[config.mk]
export PLATFORM = sky130hd
export DESIGN_NAME = tt_sat_cnt
export DESIGN_NICKNAME = d
export VERILOG_FILES = /design/src/rtl/tt_sat_cnt.sv
export SDC_FILE = /design/constraint.sdc
export NUM_CORES = 1
export LEC_CHECK = 0
export ABC_AREA = 1
export CAP_MARGIN = 30
export CORE_AREA = 3 3 40 42
export CTS_BUF_LIST = sky130_fd_sc_hd__clkbuf_8 sky130_fd_sc_hd__clkbuf_16
export DETAILED_ROUTE_END_ITERATION = 8
export DIE_AREA = 0 0 43 45
export DONT_BUFFER_PORTS = 1
export HOLD_SLACK_MARGIN = 0.12
export PLACE_DENSITY = 0.51
export SYNTH_ARGS = -nofsm -noshare
export SYNTH_HDL_FRONTEND = slang
export SYNTH_SLANG_ARGS = --single-unit
[constraint.sdc]
create_clock -name clk -period 1.4 [get_ports clk]
set_input_delay 0.28 -clock clk [delete_from_list [all_inputs] [get_ports clk]]
set_output_delay 0.28 -clock clk [all_outputs]
set_load 0.01 [all_outputs]
[src/rtl/tt_sat_cnt.sv]
// rtl/tt_sat_cnt.sv - CNT_W-bit counter with clear and saturating increment
// Ports:
//   clk   : clock, rising edge
//   rst_n : synchronous active-low reset, clears the count
//   clr   : synchronous clear, wins over inc
//   inc   : increment by one unless already all-ones
//   cnt   : current count
module tt_sat_cnt #(
    parameter int CNT_W = 8
) (
    input  logic             clk,
    input  logic             rst_n,
    input  logic             clr,
    input  logic             inc,
    output logic [CNT_W-1:0] cnt
);

    logic [CNT_W-1:0] cnt_q;
    logic [CNT_W-1:0] cnt_d;

    always_comb begin
        cnt_d = cnt_q;
        if (clr) begin
            cnt_d = '0;
        end else if (inc && (cnt_q != '1)) begin
            cnt_d = cnt_q + 1'b1;
        end
    end

    always_ff @(posedge clk) begin
        if (!rst_n) begin
            cnt_q <= '0;
        end else begin
            cnt_q <= cnt_d;
        end
    end

    assign cnt = cnt_q;

endmodule

After elaboration in Yosys (flattened, before gate mapping)
Cells that the tools add are included.

Equality and inequality tests: 1. Reduce and logical (&&, ||, !) cells: 2. $add $sub $neg: 1. Bitwise operators: 1.

Operators with widths (number): $add 8x1->8 const B (1); $ne 8x8->1 const B (1); $reduce_or 2->1 (1); $logic_and 1x1->1 (1); $not 1->1 (1).

Input bits: 4. Register bits after elaboration: 8. Logic and storage cells: 6. Output and inout port bits: 8.

Longest topological paths before layout
Depth in word-level cells: 2. Gate-level depth with buffers: 8. Gate-level depth less buffers: 8.

Worst setup path before layout
Ideal clock, no wire load.

Path type: register to register. Start: reg cnt_q[0] (netlist: cnt[0]). End: reg cnt_q[6] (netlist: cnt[6]). Path buffers: 0. Cell stages (with the launch flop): 9. Setup time: 0.115 ns. Clock period less this slack: 1.235 ns. Data required time: 1.285 ns. Setup slack: 0.165 ns. Data arrival time: 1.120 ns. Path through: dfxtp_1 -> ha_1 -> nand2_1 -> inv_1 -> nand2_1 -> nor2_1 -> nand3_1 -> nand2_1 -> nor2_1.

Cells in the longest elaborated chain, start to end: 2. Elaborated cells on any way between the ends: 3. Classes of those cells: 1 x add/sub; 1 x eq/ne; 1 x reduce/logical.

Ends and longest elaborated chain: from (decl) (RTL line 18) `logic [CNT_W-1:0] cnt_q;`; from (signal assigned) (RTL line 34) `cnt_q <= cnt_d;`; branches (longest 2 deep; another with $add 8x1->8).

Parallel ways; which one is timed is not known. A chain may end at the register's enable or synchronous reset.

Final worst setup path
Start: reg cnt_q[1] (netlist: cnt[1]). End: reg cnt_q[6] (netlist: cnt[6]).

Same word-level chain as after synthesis.

==> metrics.md <==
| Metric | Value |
|---|---|
| Status | finished, final reports clean |
| Leading cell types by count after synthesis | nand2_1, nor2_1, dfxtp_1, inv_1, a21oi_1 |
| Fmax | 845 MHz |
| Hpwl dp | 776 um |
| DR pass1 iterations | 4 |
| H-tree lvl count | 1 |
| Initial antenna violation count | 0 |
| DR WL/cell | 10.5 um |
| Ranking of synthesized cells by area | dfxtp_1, nand2_1, nor2_1 |
| Worst Slack Setup Final | 0.217 ns |
| Fin nets | 89 |
| Area Overhead vs Synth | 24.3% |
| Post-Synth XOR/XNOR Area | 0% |
| Share of the synthesized area in the top cell type | 34.6% |
| Syn_area_per_cell | 6.43 sq um |
| Final Setup Violations | 0 |
| Cell taking the most area after synthesis | dfxtp_1 |
| Mapped Area | 463 sq um |
| Worst path slowest cell | dfxtp_1 |
| Peak VDD IR | 0.000451 V |
| Final Hold Viols | 0 |
| Post-synthesis mux area share | 0% |
| Worst path bufs/invs | 1 |
| Row cnt | 13 |
| Largest family of logic cells by synthesized area | simple AND/OR/NAND/NOR gates |
| Tcrit/Tclk final | 84.5% |
| Antenna-violating nets left | 0 |
| Critical Path Sink Type | flop |
| Leak Pwr | 0.270 nW |
| Max clock buf depth | 2 |
| Synth Area in Compound Gates | 8.65% |
| Crit path time final | 1.18 ns |
| Share of layout cells above drive strength 1 | 20.7% |
| Largest net degree at the start of global routing | 11 |
| Fraction of the mapped netlist area in adder cells | 2.70% |
| DP Area | 534 sq um |
| CP required | 1.52 ns |
| Final Max Slew Viols | 0 |
| Vias | 473 |
| Drt first-iter violations | 9 |
| Initial core utilization | 36.0% |
| Num CTS Buffers | 3 |
| Rel. slew slack | 84.8% |
| Crit path max-delay family | simple AND/OR/NAND/NOR gates |
| Most common cell in the netlist | nand2_1 |
| Crit path kind | reg2reg |
| Clock-pin slew on the worst setup and hold paths | 0.04 ns |
| Horiz. Die Dim | 43 um |
| RSZ-0062 raised after global routing | no |
| Finished Cell Area | 576 sq um |
| CP max FO | 3 |
| # IOs | 12 |
| Max reg flops | 8 |
| Worst setup SP type | flop |
| Die area | 1940 sq um |
| Synthesized net count | 77 |
| Grt total ovfl | 0 |
| Clk root buf | clkbuf_8 |
| Post-Syn Instances | 72 |
| Yosys Warn Count | 0 |
| Netlist cell types | 18 |
| DR vias/cell | 4.88 |
| # Max-Cap Violations | 0 |
| Post-CTS Setup Inserts | 0 |
| Hold Crit Class | in2reg |
| Ys async rst share | 0% |
| Sink Count | 8 |
| Post-route DRC | 0 |
| Worst-Margin Slew | 0.227 ns |
| Cell breakdown of the critical path | ha_1 > nand2_1 > inv_1 > nand2_1 > nor2_1 > nand3_1 > nand2_1 > nor2_1 |
| CORE AREA | 1280 sq um |
| Antenna cells | 0 |
| GPL Wtd Cong | 0.729 |
| Hold_buf cts | 0 |
| First-pass GRT wire length | 1.64 mm |
| PD cells | 927 nW/um^2 |
| Reg2reg setup slack | 0.22 ns |
| PortBufs | 0 |
| Most used cell along the critical path | nand2_1 |
| Final Skew | 0.000794 ns |
| Routed WL | 1.02 mm |
| Top_reg_cell synth | dfxtp_1 |
| Pre-CTS setup slack | 0.225 ns |
| Tot GR Track Use | 12.2% |
| Number of synthesized flops with an enable pin | 0 |
| Register area share after synthesis | 34.6% |
| Post-CTS Resized | 0 |
| Worst-Skew Late Latency | 0.23 ns |
| CTS tree | done |
| Setup TNS | 0 ns |
| CP max stage delay | 0.33 ns |
| CP Data Arrival Time | 1.30 ns |
| Vias in the first global route | 387 |
| Die height | 45 um |
| Post-synthesis register bit count | 8 |
| Simple-Gate Fraction of Synth Area | 44.3% |
[layer usage]
metal	up-vias	share of wire [%]	track usage, %
met5	-	0	0
li1	249	-	-
met3	2	6.2	7.57
met1	214	45	14.0
met4	0	0.89	5.42
met2	8	48	18.0
[cell usage in the layout (no fill, tap or decap)]
master / synthesis / routed
nand3b_1: 2 / 2
nor2_1: 13 / 13
nor2_2: 2 / 2
buf_4: 1 / 8
nand3_1: 4 / 4
nand2_1: 17 / 17
nor2_4: 1 / 1
o21ai_0: 2 / 2
nand2_4: 1 / 1
clkbuf_8: 0 / 3
dfxtp_1: 8 / 8
clkinv_1: 1 / 1
inv_1: 8 / 8
a21oi_1: 6 / 6
nor3_1: 2 / 2
inv_2: 1 / 1
ha_1: 1 / 1
nand4_1: 1 / 1
nand2_2: 1 / 1
[where the power goes]
group,total [W],switching (W),internal (W)
combinational,0.0000256,0.0000138,0.0000118
sequential,0.000233,0.00000137,0.000232
clock,0.000275,0.0000888,0.000186
[stage by stage]
step	std cells	util, %	total power [W]	hold WS (ns)
2_1_floorplan	72	-	0.000258	0.435
3_3_place_gp	94	41.6	0.000262	0.443
3_5_place_dp	94	41.6	0.000262	0.448
4_1_cts	97	44.8	0.000545	0.210
5_1_grt	97	44.8	0.000557	0.221
6_report	97	44.8	0.000533	0.216
[final cells by class]
cell class | count | area, sq um
well taps | 15 | 18.8
fillers | 137 | 709
clock buffers | 3 | 41.3
flip-flops and latches | 8 | 160
repair buffers | 8 | 60.1
inverters | 10 | 37.5
multi-input cells | 53 | 258
[logic make-up (layout without fill, tap and decap cells)]
| group | Yosys count | after routing |
|---|---|---|
| buffers and inverters | 11 | 21 |
| AO/OA/AOI/OAI | 8 | 8 |
| AND/OR/NAND/NOR | 44 | 44 |
| adder cells (fa/ha/maj) | 1 | 1 |
| flip-flops | 8 | 8 |
[path summary, 6_finish.rpt]
check,start,to,cells after the start
hold reg to reg,cnt[6],cnt[6],2
setup / recovery,cnt[1],cnt[6],8
hold / removal,inc,cnt[0],2
setup reg to reg,cnt[1],cnt[6],8
[worst register-to-register path: cells and delay by family, from the launching register on]
family | cells | cell delay [ns]
adders and majority gates | 1 | 0.19
DFF | 1 | 0.33
and+or+nand+nor | 6 | 0.50
buffers and inverters | 1 | 0.07
No activity file was read; power rests on OpenSTA's default activity.
